===== config.mk =====
export PLATFORM = sky130hd
export DESIGN_NAME = game_cursor_draw_flat
export DESIGN_NICKNAME = d
export VERILOG_FILES = /design/src/rtl/game_cursor_draw_if.sv /design/src/rtl/game_cursor_draw.sv /design/src/flat_wrapper.sv
export SDC_FILE = /design/constraint.sdc
export NUM_CORES = 1
export LEC_CHECK = 0
export CORE_MARGIN = 2
export CORE_UTILIZATION = 54
export CTS_CLUSTER_DIAMETER = 50
export DETAILED_ROUTE_END_ITERATION = 10
export HOLD_SLACK_MARGIN = 0.15
export PLACE_DENSITY = 0.9
export SETUP_SLACK_MARGIN = 0.02
export SLEW_MARGIN = 25
export SYNTH_ARGS = -nofsm -noshare
export SYNTH_HDL_FRONTEND = slang
export SYNTH_SLANG_ARGS = --single-unit

===== constraint.sdc =====
create_clock -name clk -period 9.8 [get_ports clk]
set_input_delay 1.96 -clock clk [delete_from_list [all_inputs] [get_ports clk]]
set_output_delay 1.96 -clock clk [all_outputs]
set_load 0.01 [all_outputs]

===== src/rtl/game_cursor_draw_if.sv =====
// VGA pixel stream bundle shared by the draw pipeline stages.
// Streaming, no backpressure: the master updates every field on every pixel clock and the slave takes each beat.
interface vga_bus;
  logic [10:0] hcount;
  logic [10:0] vcount;
  logic        hsync;
  logic        hblnk;
  logic        vsync;
  logic        vblnk;
  logic [11:0] rgb;

  modport master (output hcount, vcount, hsync, hblnk, vsync, vblnk, rgb);
  modport slave  (input  hcount, vcount, hsync, hblnk, vsync, vblnk, rgb);
endinterface


===== src/rtl/game_cursor_draw.sv =====
// Cursor overlay stage: keeps the selected board cell and draws a 1-px frame around it.
// Optional blinking of the frame is enabled with GAME_CURSOR_BLINK_EN.
module game_cursor_draw #(
  parameter logic [11:0] CURSOR_COLOR = 12'hF00,
  parameter int          BLINK_FRAMES = 32
) (
  input  logic       clk,
  input  logic       rst,
  input  logic       is_game_on,
  input  logic [2:0] board_size,
  input  logic       move_up,
  input  logic       move_down,
  input  logic       move_left,
  input  logic       move_right,
  output logic [3:0] cursor_row,
  output logic [3:0] cursor_col,
  vga_bus.slave      bus_in,
  vga_bus.master     bus_out
);

  logic [4:0]  n;
  logic [3:0]  last;
  logic        size_ok;
  logic [15:0] x0, y0, cell_x, cell_y, hx, vy;
  logic [3:0]  lx, ly;
  logic        in_cell, on_frame, visible, draw;
  logic [3:0]  row_n, col_n;
  logic [3:0]  srow, scol;
  logic [2:0]  prev_size;
  logic        vsync_q, vsync_rise, any_move, force_home;

  assign n          = 5'(board_size) * 5'(board_size);
  assign last       = 4'(n - 5'd1);
  assign size_ok    = (board_size >= 3'd2) && (board_size <= 3'd4);
  assign vsync_rise = bus_in.vsync && !vsync_q;
  assign any_move   = move_up | move_down | move_left | move_right;
  assign force_home = !is_game_on || !size_ok || (board_size != prev_size);

  // Geometry of the shadow cell in 16-bit screen coordinates.
  assign x0     = (16'd1024 - {7'd0, n, 4'd0}) >> 1;
  assign y0     = (16'd768 - {7'd0, n, 4'd0}) >> 1;
  assign cell_x = x0 + {8'd0, scol, 4'd0};
  assign cell_y = y0 + {8'd0, srow, 4'd0};
  assign hx     = {5'd0, bus_in.hcount};
  assign vy     = {5'd0, bus_in.vcount};
  assign lx     = 4'(hx - cell_x);
  assign ly     = 4'(vy - cell_y);
  assign in_cell  = (hx >= cell_x) && (hx <= cell_x + 16'd15) &&
                    (vy >= cell_y) && (vy <= cell_y + 16'd15);
  assign on_frame = in_cell && ((lx == 4'd0) || (lx == 4'd15) || (ly == 4'd0) || (ly == 4'd15));
  assign draw     = is_game_on && size_ok && on_frame && visible;

  // Opposing pulses cancel on their axis; one horizontal and one vertical move may combine.
  always_comb begin
    row_n = cursor_row;
    col_n = cursor_col;
    if (move_right && !move_left)
      col_n = (cursor_col == last) ? 4'd0 : cursor_col + 4'd1;
    else if (move_left && !move_right)
      col_n = (cursor_col == 4'd0) ? last : cursor_col - 4'd1;
    if (move_down && !move_up)
      row_n = (cursor_row == last) ? 4'd0 : cursor_row + 4'd1;
    else if (move_up && !move_down)
      row_n = (cursor_row == 4'd0) ? last : cursor_row - 4'd1;
  end

  always_ff @(posedge clk or posedge rst) begin
    if (rst) begin
      cursor_row <= 4'd0;
      cursor_col <= 4'd0;
      srow       <= 4'd0;
      scol       <= 4'd0;
      prev_size  <= 3'd0;
      vsync_q    <= 1'b0;
    end else begin
      prev_size <= board_size;
      vsync_q   <= bus_in.vsync;
      if (force_home) begin
        cursor_row <= 4'd0;
        cursor_col <= 4'd0;
        srow       <= 4'd0;
        scol       <= 4'd0;
      end else begin
        cursor_row <= row_n;
        cursor_col <= col_n;
        // Shadow only changes at frame start so the drawn cursor never tears.
        if (vsync_rise) begin
          srow <= cursor_row;
          scol <= cursor_col;
        end
      end
    end
  end

`ifdef GAME_CURSOR_BLINK_EN
  localparam int CW = (BLINK_FRAMES > 2) ? $clog2(BLINK_FRAMES) : 1;
  localparam logic [CW-1:0] BLINK_LAST = CW'(BLINK_FRAMES - 1);
  localparam logic [CW-1:0] BLINK_HALF = CW'(BLINK_FRAMES / 2);
  logic [CW-1:0] blink_cnt;

  always_ff @(posedge clk or posedge rst) begin
    if (rst)
      blink_cnt <= '0;
    else if (any_move)
      blink_cnt <= '0;
    else if (vsync_rise)
      blink_cnt <= (blink_cnt == BLINK_LAST) ? '0 : blink_cnt + 1'b1;
  end

  assign visible = (blink_cnt < BLINK_HALF);
`else
  assign visible = 1'b1;
`endif

  always_ff @(posedge clk or posedge rst) begin
    if (rst) begin
      bus_out.hcount <= 11'd0;
      bus_out.vcount <= 11'd0;
      bus_out.hsync  <= 1'b0;
      bus_out.hblnk  <= 1'b0;
      bus_out.vsync  <= 1'b0;
      bus_out.vblnk  <= 1'b0;
      bus_out.rgb    <= 12'd0;
    end else begin
      bus_out.hcount <= bus_in.hcount;
      bus_out.vcount <= bus_in.vcount;
      bus_out.hsync  <= bus_in.hsync;
      bus_out.hblnk  <= bus_in.hblnk;
      bus_out.vsync  <= bus_in.vsync;
      bus_out.vblnk  <= bus_in.vblnk;
      bus_out.rgb    <= draw ? CURSOR_COLOR : bus_in.rgb;
    end
  end

endmodule

===== src/flat_wrapper.sv =====
// flat-port wrapper written by rule: the top's interface ports become plain ports
module game_cursor_draw_flat 
#(
  parameter logic [11:0] CURSOR_COLOR = 12'hF00,
  parameter int          BLINK_FRAMES = 32
)
  (clk, rst, is_game_on, board_size, move_up, move_down, move_left, move_right, cursor_row, cursor_col, bus_in_hcount, bus_in_vcount, bus_in_hsync, bus_in_hblnk, bus_in_vsync, bus_in_vblnk, bus_in_rgb, bus_out_hcount, bus_out_vcount, bus_out_hsync, bus_out_hblnk, bus_out_vsync, bus_out_vblnk, bus_out_rgb);
  vga_bus bus_in_i ();
  vga_bus bus_out_i ();
  input  logic clk;
  input  logic rst;
  input  logic is_game_on;
  input  logic [2:0] board_size;
  input  logic move_up;
  input  logic move_down;
  input  logic move_left;
  input  logic move_right;
  output logic [3:0] cursor_row;
  output logic [3:0] cursor_col;
  input wire logic [$bits(bus_in_i.hcount)-1:0] bus_in_hcount;
  input wire logic [$bits(bus_in_i.vcount)-1:0] bus_in_vcount;
  input wire logic [$bits(bus_in_i.hsync)-1:0] bus_in_hsync;
  input wire logic [$bits(bus_in_i.hblnk)-1:0] bus_in_hblnk;
  input wire logic [$bits(bus_in_i.vsync)-1:0] bus_in_vsync;
  input wire logic [$bits(bus_in_i.vblnk)-1:0] bus_in_vblnk;
  input wire logic [$bits(bus_in_i.rgb)-1:0] bus_in_rgb;
  output wire logic [$bits(bus_out_i.hcount)-1:0] bus_out_hcount;
  output wire logic [$bits(bus_out_i.vcount)-1:0] bus_out_vcount;
  output wire logic [$bits(bus_out_i.hsync)-1:0] bus_out_hsync;
  output wire logic [$bits(bus_out_i.hblnk)-1:0] bus_out_hblnk;
  output wire logic [$bits(bus_out_i.vsync)-1:0] bus_out_vsync;
  output wire logic [$bits(bus_out_i.vblnk)-1:0] bus_out_vblnk;
  output wire logic [$bits(bus_out_i.rgb)-1:0] bus_out_rgb;
  assign bus_in_i.hcount = bus_in_hcount;
  assign bus_in_i.vcount = bus_in_vcount;
  assign bus_in_i.hsync = bus_in_hsync;
  assign bus_in_i.hblnk = bus_in_hblnk;
  assign bus_in_i.vsync = bus_in_vsync;
  assign bus_in_i.vblnk = bus_in_vblnk;
  assign bus_in_i.rgb = bus_in_rgb;
  assign bus_out_hcount = bus_out_i.hcount;
  assign bus_out_vcount = bus_out_i.vcount;
  assign bus_out_hsync = bus_out_i.hsync;
  assign bus_out_hblnk = bus_out_i.hblnk;
  assign bus_out_vsync = bus_out_i.vsync;
  assign bus_out_vblnk = bus_out_i.vblnk;
  assign bus_out_rgb = bus_out_i.rgb;
  game_cursor_draw #(.CURSOR_COLOR(CURSOR_COLOR), .BLINK_FRAMES(BLINK_FRAMES)) u_core (.clk(clk), .rst(rst), .is_game_on(is_game_on), .board_size(board_size), .move_up(move_up), .move_down(move_down), .move_left(move_left), .move_right(move_right), .cursor_row(cursor_row), .cursor_col(cursor_col), .bus_in(bus_in_i), .bus_out(bus_out_i));
endmodule

After elaboration in Yosys (flattened, before gate mapping)
Index checks and enable logic that the tools add are counted.
{ "totals": {"register_bits": 57, "inputBits": 48, "out_inout_bits": 46, "wordCells": 83} }
{ "classes": {"addsub": 13, "multipliers": 1, "n_lt_le_gt_ge": 6, "n_eq_ne": 5, "muxes": 15, "reduce_logical": 31} }
{ "op_table": {"columns": ["cell", "count"], "rows": [
  ["two-way mux 4 bit", 14],
  ["adder 15 x 8 -> 16 bit", 2],
  ["adder 16 x 4 -> 16 bit (second input constant)", 2],
  [">= comparator 11 x 16 -> 1 bit", 2],
  ["less-or-equal comparator 11 x 16 -> 1 bit", 2],
  ["zero test 4 bit", 4],
  ["logical AND 1 bit", 12],
  ["two-way mux 12 bit", 1],
  ["subtractor 11 x 9 -> 12 bit (first input constant)", 1],
  ["subtractor 4 x 1 -> 4 bit (second input constant)", 3],
  ["subtractor 10 x 9 -> 11 bit (first input constant)", 1],
  ["adder 4 x 1 -> 4 bit (second input constant)", 2],
  ["equality test 4 bit", 2],
  ["equality test 4 bit (second input constant)", 2],
  ["subtractor 4 bit", 2],
  ["zero test 1 bit", 7],
  ["nonzero test 3 bit", 2],
  ["logical OR 1 bit", 5],
  ["multiplier 3 x 3 -> 5 bit", 1],
  [">= comparator 3 x 2 -> 1 bit (second input constant)", 1],
  ["less-or-equal comparator 3 bit (second input constant)", 1],
  ["inequality test 3 bit", 1],
  ["nonzero test 2 bit", 1]
]} }

Longest topological paths before layout
Gate-level depths: netlist of the first run.
{ "logic_depth": {"word_depth": 11, "depth_mapped": 19} }

Worst setup path after synthesis of the first run
OpenSTA, ideal clock, no wires.
{ "synth_path": {"kind": "in2reg", "start": "input board_size[0]", "end": "register u_core.bus_out.rgb[0]", "setup_ns": 0.140, "arrival_ns": 5.826, "required_ns": 9.660, "slack_ns": 3.834, "stages": 17, "cell_sequence": "clkbuf_1 > buf_1 > and2_1 > ha_1 > xnor2_1 > ha_1 > nor2b_1 > o21ai_0 > and3_1 > nor2_1 > o31a_1 > ha_1 > nand4_1 > or3_1 > a2111oi_4 > buf_6 > a21boi_0"} }
{ "synth_between": {"elab_chain_cells": 11} }
{ "synth_lines": {"columns": ["item", "line", "source"], "rows": [
  ["from (decl)", "flat_wrapper.sv:13", "input logic [2:0] board_size;"],
  ["multiplier 3 x 3 -> 5 bit", "game_cursor_draw.sv:32", "assign n = 5'(board_size) * 5'(board_size);"],
  ["subtractor 11 x 9 -> 12 bit", "game_cursor_draw.sv:40", "assign x0 = (16'd1024 - {7'd0, n, 4'd0}) >> 1;"],
  ["adder 15 x 8 -> 16 bit", "game_cursor_draw.sv:42", "assign cell_x = x0 + {8'd0, scol, 4'd0};"],
  ["adder 16 x 4 -> 16 bit / subtractor 4 bit (equally long branches)", "game_cursor_draw.sv:48, game_cursor_draw.sv:46", null],
  ["less-or-equal comparator 11 x 16 -> 1 bit (tied with other cells)", "game_cursor_draw.sv:48", "assign in_cell = (hx >= cell_x) && (hx <= cell_x + 16'd15) &&"],
  ["logical AND 1 bit / logical OR 1 bit (equally long branches) (2 in a row)", "game_cursor_draw.sv:48, game_cursor_draw.sv:50", null],
  ["logical AND 1 bit / logical OR 1 bit (equally long branches)", "game_cursor_draw.sv:49, game_cursor_draw.sv:50", null],
  ["logical AND 1 bit", "game_cursor_draw.sv:50", "assign on_frame = in_cell && ((lx == 4'd0) || (lx == 4'd15) || (ly == 4'd0) || (ly == 4'd15));"],
  ["logical AND 1 bit (*)", "game_cursor_draw.sv:51", "assign draw = is_game_on && size_ok && on_frame && visible;"],
  ["two-way mux 12 bit (*)", "game_cursor_draw.sv:131", "bus_out.rgb <= draw ? CURSOR_COLOR : bus_in.rgb;"],
  ["to (decl)", "game_cursor_draw_if.sv:12", "modport master (output hcount, vcount, hsync, hblnk, vsync, vblnk, rgb);"]
]} }
Mark *: on every way between the ends. The rest lies on a longest branch, timed or not.
A chain may end at the register's enable or synchronous reset.

Worst setup path after layout of the first run
{ "layout_path": {"start": "input board_size[0]", "end": "register u_core.bus_out.rgb[2]"} }
The elaborated chain is that of the path after synthesis.

==> results.md, run 1 <==
* Status: completed
* Drt total wl at 8840 um
* Worst skew pair latency at 0.34 ns
* Rel. slew slack at 52.7%
* Clock buffer depth at 2
* RSZ-0062 raised after global routing: no
* Top FF cell, synth: dfrtp_1
* LEAKAGE at 2.22 nW
* Layout cell share with drive strength beyond 1 at 5.47%
* Largest fanout on the critical path at 30
* Total track usage at 24.0%
* CP arrival at 6.73 ns
* Hold WC Path Type: reg2reg
* F_max at 153 MHz
* Row Count at 30
* Fin crit period at 6.54 ns
* Vias/cell at 5.61
* DP Cell Count at 555
* R2R setup slack at 5.95 ns
* P&R area growth vs syn at 32.2%
* Die area at 0.00769 mm2
* Asr flop ratio synth at 100%
* Largest net degree at the start of global routing at 58
* Initial antenna violation count at 0
* Ports at 94
* CP Launch Point: board_size[0]
* R2r endpoint: u_core.bus_out.rgb[2]
* Post_cts resized at 0
* # setup viols final at 0
* # clock sinks at 57
* Cell Area, Synth at 0.00378 mm2
* Final Skew at 0.00397 ns
* Core ar. at 0.00679 mm2
* Critical Path RT at 9.98 ns
* Antenna diode count at 0
* Worst-path clk slew at 0.07 ns
* Total number of vias at 3202
* Pwr dens at 128 mW/mm2
* R2R Path Start: u_core.srow[0]
* Reg2Reg Depth at 14
* Port bufs at 93
* Worst Setup Start Kind: primary input
* YS warnings at 0
* Initial Util at 55.7%
* Number of CTS-inserted buffers at 9
* Worst setup EP type: register
* Setup TNS at 0 ns
* Seq/Total Area, Yosys at 37.7%
* Post-DP HPWL at 6650 um
* Clk root buf: clkbuf_8
* Post-synth EDFFs at 0
* CP endpoint: u_core.bus_out.rgb[2]
* Mapped Cells at 381
* Number of remaining DRC errors at 0
* Kind of critical path: in2reg
* Htree depth at 3
* Final GP Congestion at 0.888
* Final Cycle Share at 66.8%
* Synthesized area per cell at 9.92 um2
* Max-slew violation count at 0
* Nets at 569
* Worst VDD drop at 0.101 mV
* Post-Place Worst Slack at 2.97 ns
* Max-cap violations at 0
* FILL cells at 481
* First-pass GRT wire length at 14400 um
* Wire per inst at 15.5 um
* Grt ovf at 0
* Final WS setup at 3.26 ns
* Post-Syn Nets at 480
* CTS tree: done
* Final Hold Vio Count at 0
* Most common cell after layout, fill and taps aside: clkdlybuf4s50_1
* DRT antenna net count at 0
* Hold-fix buffers, CTS at 0
* Worst-margin pin slew at 0.710 ns
* Die Y at 87.7 um
* Synth Register Bits at 57
* Synth unique cells at 61
* Die X-Extent at 87.7 um
* Vias in the first global route at 3103
* Post-CTS Setup Bufs at 0
* First-pass DRT Iterations at 4
* Most frequent cells in the layout: clkdlybuf4s50_1, dfrtp_1, ha_1
* Layout Cells excl Fill at 571
* Starting DRT DRC Count at 81
-- final cells by class --
cell class	instances	area (um2)	share of cell area [%]
Tap cell	96	120	2.40
Sequential cell	57	1430	28.5
Timing Repair Buffer	95	946	18.9
Clock buffer	11	151	3.03
Multi-Input combinational cell	273	2150	43.0
Clock inverter	5	77.6	1.55
Inverter	34	128	2.55
-- through the flow --
step / total power [mW] / hold WS (ns) / util (%) / cell area, um2
after floorplan: 0.331 / 0.507 / - / 3780
after global placement: 0.384 / 0.520 / 70.2 / 4770
after detailed placement: 0.390 / 0.524 / 70.2 / 4770
after CTS: 0.640 / 0.533 / 73.6 / 5000
after global routing: 0.666 / 0.550 / 73.6 / 5000
final: 0.638 / 0.536 / 73.6 / 5000
-- cell usage after synthesis (9+ instances only) --
| cell type | instances | area share (%) |
|---|---|---|
| dfrtp_1 | 57 | 38 |
| ha_1 | 49 | 16 |
| nor2b_1 | 10 | 1.7 |
| xnor2_1 | 11 | 2.5 |
| inv_1 | 34 | 3.4 |
| xor2_1 | 13 | 3.0 |
| nor2_1 | 15 | 1.5 |
| o21ai_0 | 10 | 1.3 |
| nand2_1 | 20 | 2.0 |
| a21o_1 | 13 | 2.6 |
| a21oi_1 | 27 | 3.6 |
| nor3b_1 | 9 | 1.8 |
-- how the worst min path moves through the flow --
| stage | start | end | slack (ns) | cells past startpoint |
|---|---|---|---|---|
| 2_1_floorplan | u_core.scol[2] | u_core.scol[2] | 0.51 | 2 |
| 3_3_place_gp | u_core.srow[2] | u_core.srow[2] | 0.52 | 2 |
| 3_5_place_dp | u_core.scol[2] | u_core.scol[2] | 0.52 | 2 |
| 4_1_cts | u_core.scol[2] | u_core.scol[2] | 0.53 | 2 |
| 5_1_grt | u_core.scol[2] | u_core.scol[2] | 0.55 | 2 |
| 6_report | u_core.scol[2] | u_core.scol[2] | 0.54 | 2 |
-- critical path, cell delays in order --
cell and delay (ns):
clkdlybuf4s50_1 0.46, buf_4 0.33, and2_1 0.21, ha_1 0.30
xnor2_1 0.41, ha_1 0.35, nor2b_1 0.15, o21ai_0 0.26
and3_1 0.23, nor2_1 0.07, o31a_1 0.29, ha_1 0.30
nand4_1 0.08, or3_1 0.40, a2111oi_4 0.68, a21boi_0 0.22
-- flip-flops by register name, summed over array words and instances (netlist names), 3 cells and up --
signal                 count
u_core.bus_out.hcount     11
u_core.bus_out.rgb        12
u_core.bus_out.vcount     11
u_core.cursor_col          4
u_core.cursor_row          4
u_core.prev_size           3
u_core.scol                4
u_core.srow                4
-- cell families after synthesis --
| kind of cell | after synthesis | share of synthesized area [%] |
|---|---|---|
| AOI/OAI and AO/OA | 98 | 18.4 |
| xor gates and xnor gates | 24 | 5.56 |
| adders and majority gates | 51 | 17.3 |
| buffers and inverters | 51 | 5.46 |
| DFF | 57 | 37.7 |
| muxes | 4 | 1.09 |
| other | 1 | 0.0992 |
| and+or+nand+nor | 95 | 14.4 |
-- where the power goes --
group	total, mW	internal (mW)	switching, mW
Sequential	0.247	0.244	0.00313
Combinational	0.139	0.0699	0.0693
Clock	0.252	0.156	0.0955
Total	0.638	0.470	0.168
-- per-layer routing --
layer | GRT usage [%] | part of all wire (%) | vias to the layer above
met4 | 9.23 | 2.1 | 0
li1 | - | - | 1536
met5 | 0 | 0 | -
met3 | 4.34 | 5.1 | 17
met1 | 29.0 | 43 | 1534
met2 | 42.5 | 50 | 115
(Power assumes the default switching activity.)
==> run 2: changes to the inputs <==
- CORE_UTILIZATION: 54 -> 45
- PLACE_DENSITY: 0.9 -> 0.8
- clock period: 9.8 -> 5.7 ns (I/O delays scaled with it)
==> run 2 against run 1 <==
Non-clock buffer count is 6 higher; combinational power is 76% higher; register-to-register slack worse by 4.0 ns; sequential power is 72% higher; power is 77% higher; sequential share of layout area is 0.39 points lower; count of clock-buffer cells in the layout is 1 lower.
==> results.md, run 2 (synthesized netlist as in run 1, its figures left out) <==
* First-pass DRT Iterations at 4
* Top Registers: u_core.bus_out.rgb (12), u_core.bus_out.hcount (11), u_core.bus_out.vcount (11)
* Worst-path clk slew at 0.07 ns
* Final GP Congestion at 0.881
* Most frequent cells in the layout: clkdlybuf4s50_1, dfrtp_1, ha_1
* Rel. slew slack at 53.5%
* Worst setup EP type: register
* Grt ovf at 0
* R2R Path Start: u_core.scol[0]
* Vias in the first global route at 3054
* Sequential Area at 0.00143 mm2
* Total number of vias at 3119
* Final Hold Vio Count at 0
* Post_cts resized at 0
* Worst Hold Depth at 2
* Die Y at 95.7 um
* Clock buffer depth at 2
* Total chip power at 1.13 mW
* Final Skew at 0.00821 ns
* Fin crit period at 5.41 ns
* # clock sinks at 57
* CTS tree: done
* DRT antenna net count at 0
* Nets at 575
* Most common cell after layout, fill and taps aside: clkdlybuf4s50_1
* Setup TNS at 0 ns
* Ports at 94
* Max-slew violation count at 0
* Port bufs at 93
* Drt total wl at 8680 um
* Hold-fix buffers, CTS at 0
* Core ar. at 0.00818 mm2
* Final Cycle Share at 94.9%
* Vias/cell at 5.32
* Die X-Extent at 95.7 um
* Hold Path End: u_core.srow[3]
* Largest net degree at the start of global routing at 58
* Max-cap violations at 0
* P&R area growth vs syn at 34.0%
* Worst VDD drop at 0.141 mV
* Number of remaining DRC errors at 0
* Clk root buf: clkbuf_8
* Post-DP HPWL at 6610 um
* Kind of critical path: in2reg
* Layout cell share with drive strength beyond 1 at 6.65%
* Initial Util at 46.3%
* Worst skew pair latency at 0.34 ns
* Reg2Reg Depth at 11
* R2r endpoint: u_core.bus_out.rgb[4]
* Antenna diode count at 0
* Largest fanout on the critical path at 12
* R2R setup slack at 1.93 ns
* Starting DRT DRC Count at 130
* Number of CTS-inserted buffers at 9
* Row Count at 33
* LEAKAGE at 2.26 nW
* F_max at 185 MHz
* Pwr dens at 223 mW/mm2
* FILL cells at 681
* Initial antenna violation count at 0
* Largest register FFs at 12
* RSZ-0062 raised after global routing: no
* Post-CTS Setup Bufs at 0
* Hold Startpoint: u_core.srow[3]
* Area occupied by multi-input gates at 0.00215 mm2
* # setup viols final at 0
* Hold WC Path Type: reg2reg
* Worst-margin pin slew at 0.698 ns
* CP arrival at 5.60 ns
* Total track usage at 19.9%
* Wire per inst at 14.8 um
* Die area at 0.00915 mm2
* Largest reg by FF count: u_core.bus_out.rgb
* First-pass GRT wire length at 14100 um
* Htree depth at 3
* Worst Setup Start Kind: primary input
* Status: completed
* Critical Path RT at 5.89 ns
run 2: cell count changes in the layout (fill, tap and decap cells not counted):
cell        change
buf_4           +6
bufinv_16       +1
clkbuf_8        -1
clkinv_2        +1
clkinvlp_4      -1
run 2: area by class of cell:
class	instances	area share (%)
Multi-Input combinational cell	273	42.4
Sequential cell	57	28.1
Timing Repair Buffer	101	19.6
Clock buffer	10	2.72
Tap cell	105	2.59
Inverter	34	2.52
Clock inverter	6	2.07
run 2: metrics by stage:
stage               hold slack [ns]  worst slack [ns]  std cells  utilization (%)  instance area, um2
detailed placement            0.533           0.00742        570             59.0                4820
floorplan                     0.507             0.554        381                -                3780
global placement              0.521             0.163        570             59.0                4820
global route                  0.576            0.0479        586             62.0                5070
CTS                           0.542             0.312        586             62.0                5070
finish                        0.531             0.293        586             62.0                5070
run 2: how the worst max path moves through the flow:
stage                        startpoint               endpoint  slack [ns]  cells past startpoint
final                     board_size[0]  u_core.bus_out.rgb[4]        0.29                     16
after global routing      board_size[0]  u_core.bus_out.rgb[4]        0.05                     16
after CTS                 board_size[0]  u_core.bus_out.rgb[4]        0.31                     16
after detailed placement  board_size[0]  u_core.bus_out.rgb[4]       0.007                     16
after global placement    board_size[0]  u_core.bus_out.rgb[0]        0.16                     16
after floorplan           board_size[0]  u_core.bus_out.rgb[0]        0.55                     17
run 2: critical path, stage by stage:
cell,delay [ns]
clkdlybuf4s50_1,0.49
buf_4,0.22
or2_1,0.28
inv_1,0.24
xnor2_1,0.23
ha_1,0.33
nor2b_1,0.14
o21ai_0,0.25
and3_1,0.22
nor2_1,0.08
o31a_1,0.29
ha_1,0.30
nand4_1,0.11
or3_1,0.43
a2111oi_4,0.65
a21boi_0,0.20
run 2: power by group:
group	internal [mW]	switching (mW)
Combinational	0.125	0.119
Clock	0.300	0.162
Sequential	0.420	0.00551
run 2: routing by layer:
metal | vias to the layer above | GRT usage (%) | share of wire [%]
met5 | - | 0 | 0
met4 | 0 | 7.38 | 1.9
met3 | 12 | 3.72 | 6.5
met2 | 109 | 33.2 | 47
met1 | 1460 | 25.5 | 45
li1 | 1538 | - | -
==> run 3: changes to the inputs <==
- ABC_CLOCK_PERIOD_IN_PS: unset -> 5700
- CORE_MARGIN: 2 -> unset
==> run 3 against run 2 <==
Clock skew is 0.0016 ns lower; register-to-register slack better by 0.13 ns; sequential share of layout area is 0.15 points higher; design area is 0.52% lower; critical path type unchanged; largest cell class unchanged.
==> results.md, run 3 (synthesized netlist as in run 1, its figures left out) <==
* Final Hold Vio Count at 0
* Hold WC Path Type: reg2reg
* Final Cycle Share at 90.2%
* DP Cell Count at 567
* # setup viols final at 0
* Worst Hold Depth at 2
* Vias in the first global route at 3023
* Number of CTS-inserted buffers at 9
* Fin crit period at 5.14 ns
* Core ar. at 0.00818 mm2
* Wire per inst at 15.2 um
* Worst VDD drop at 0.0968 mV
* Hold-fix buffers, CTS at 0
* Largest register FFs at 12
* Largest reg by FF count: u_core.bus_out.rgb
* First-pass DRT Iterations at 4
* FILL cells at 675
* Row Count at 33
* Top Registers: u_core.bus_out.rgb (12), u_core.bus_out.hcount (11), u_core.bus_out.vcount (11)
* Reg2Reg Depth at 15
* DRT antenna net count at 0
* R2r endpoint: u_core.bus_out.rgb[2]
* Nets at 573
* Pwr dens at 218 mW/mm2
* Critical Path RT at 5.89 ns
* Worst skew pair latency at 0.33 ns
* Max-cap violations at 0
* P&R area growth vs syn at 33.3%
* Final Skew at 0.00658 ns
* RSZ-0062 raised after global routing: no
* Port bufs at 93
* Largest net degree at the start of global routing at 58
* Switching Fraction at 26.1%
* Layout Cells excl Fill at 584
* # clock sinks at 57
* Die Y at 93.7 um
* R2R Path Start: u_core.srow[0]
* Layout cell share with drive strength beyond 1 at 6.26%
* Clk root buf: clkbuf_8
* Post_cts resized at 0
* Total number of vias at 3154
* Die X-Extent at 93.7 um
* Initial Util at 46.3%
* R2R setup slack at 2.06 ns
* Setup TNS at 0 ns
* Worst-margin pin slew at 0.689 ns
* Total track usage at 21.2%
* Worst setup EP type: register
* CP endpoint: u_core.bus_out.rgb[2]
* Antenna diode count at 0
* Net Sw Power at 0.287 mW
* Die area at 0.00877 mm2
* Worst hold slack at 0.529 ns
* First-pass GRT wire length at 14500 um
* Number of remaining DRC errors at 0
* Most frequent cells in the layout: clkdlybuf4s50_1, dfrtp_1, ha_1
* Most common cell after layout, fill and taps aside: clkdlybuf4s50_1
* LEAKAGE at 2.24 nW
* Post-DP HPWL at 6540 um
* Worst Setup Start Kind: primary input
* Largest fanout on the critical path at 12
* Worst-path clk slew at 0.07 ns
* Ports at 94
* CTS tree: done
* Kind of critical path: in2reg
* Status: completed
* Final GP Congestion at 0.883
* CP arrival at 5.33 ns
* CP Launch Point: board_size[2]
* Starting DRT DRC Count at 83
* Grt ovf at 0
* Max-slew violation count at 0
* Seq pwr share at 38.7%
* Rel. slew slack at 54.1%
* Drt total wl at 8880 um
* P_int at 0.813 mW
* Clk pwr share at 38.9%
* Clock buffer depth at 2
* Vias/cell at 5.40
* F_max at 195 MHz
* Htree depth at 3
* Gate power share at 22.5%
* Initial antenna violation count at 0
[run 3: changes by cell type in the layout (fill, tap and decap cells not counted)]
cell	change
clkinv_2	-1
inv_2	-1
bufinv_16	-1
buf_4	-2
clkinvlp_4	+1
clkbuf_8	+1
inv_4	+1
[run 3: what timing repair did]
action                     in CTS  in global routing
setup buffers                   0                  1
hold endpoints to repair        0                  0
setup endpoints to repair       0                  8
[run 3: final cells by class]
type	count	area (um2)	area share (%)
clock buffers	11	151	3.00
clock inverters	5	77.6	1.54
inverters	34	130	2.58
multi-input cells	273	2150	42.6
flip-flops and latches	57	1430	28.3
well taps	105	131	2.61
repair buffers	99	976	19.4
[run 3: critical path, cell delays in order]
cell and delay [ns]:
clkdlybuf4s50_1 0.45, and2_1 0.20, ha_1 0.39, xnor2_1 0.34, ha_1 0.33, nor2b_1 0.14, o21ai_0 0.26, and3_1 0.23
nor2_1 0.08, o31a_1 0.29, ha_1 0.30, nand4_1 0.10, or3_1 0.42, a2111oi_4 0.35, buf_4 0.21, a21boi_0 0.10
[run 3: metal layers]
layer  routed length [um]  global-route usage [%]
met4                  127                    6.15
met2                 4370                    36.5
met3                  584                    5.26
met1                 3800                    26.4
met5                    0                       0
[run 3: how the worst min path moves through the flow]
stage / startpoint / to / slack, ns
floorplan: u_core.scol[2] / u_core.scol[2] / 0.51
global placement: u_core.srow[3] / u_core.srow[3] / 0.52
detailed placement: u_core.srow[2] / u_core.srow[2] / 0.52
CTS: u_core.srow[2] / u_core.srow[2] / 0.54
global route: u_core.srow[3] / u_core.srow[3] / 0.56
finish: u_core.srow[2] / u_core.srow[2] / 0.53
[run 3: through the flow]
step | setup WS, ns | total power [mW] | cell area, um2 | util (%)
2_1_floorplan | 0.554 | 0.569 | 3780 | -
3_3_place_gp | 0.188 | 0.666 | 4800 | 58.7
3_5_place_dp | 0.0647 | 0.674 | 4800 | 58.8
4_1_cts | 0.362 | 1.11 | 5030 | 61.6
5_1_grt | 0.142 | 1.16 | 5040 | 61.7
6_report | 0.559 | 1.10 | 5040 | 61.7
[run 3: power groups by stage]
stage,registers [mW],logic [mW],clock network [mW]
CTS,0.426,0.247,0.440
global placement,0.433,0.233,0
detailed placement,0.433,0.240,0
finish,0.426,0.247,0.427
floorplan,0.440,0.129,0
global route,0.426,0.274,0.462
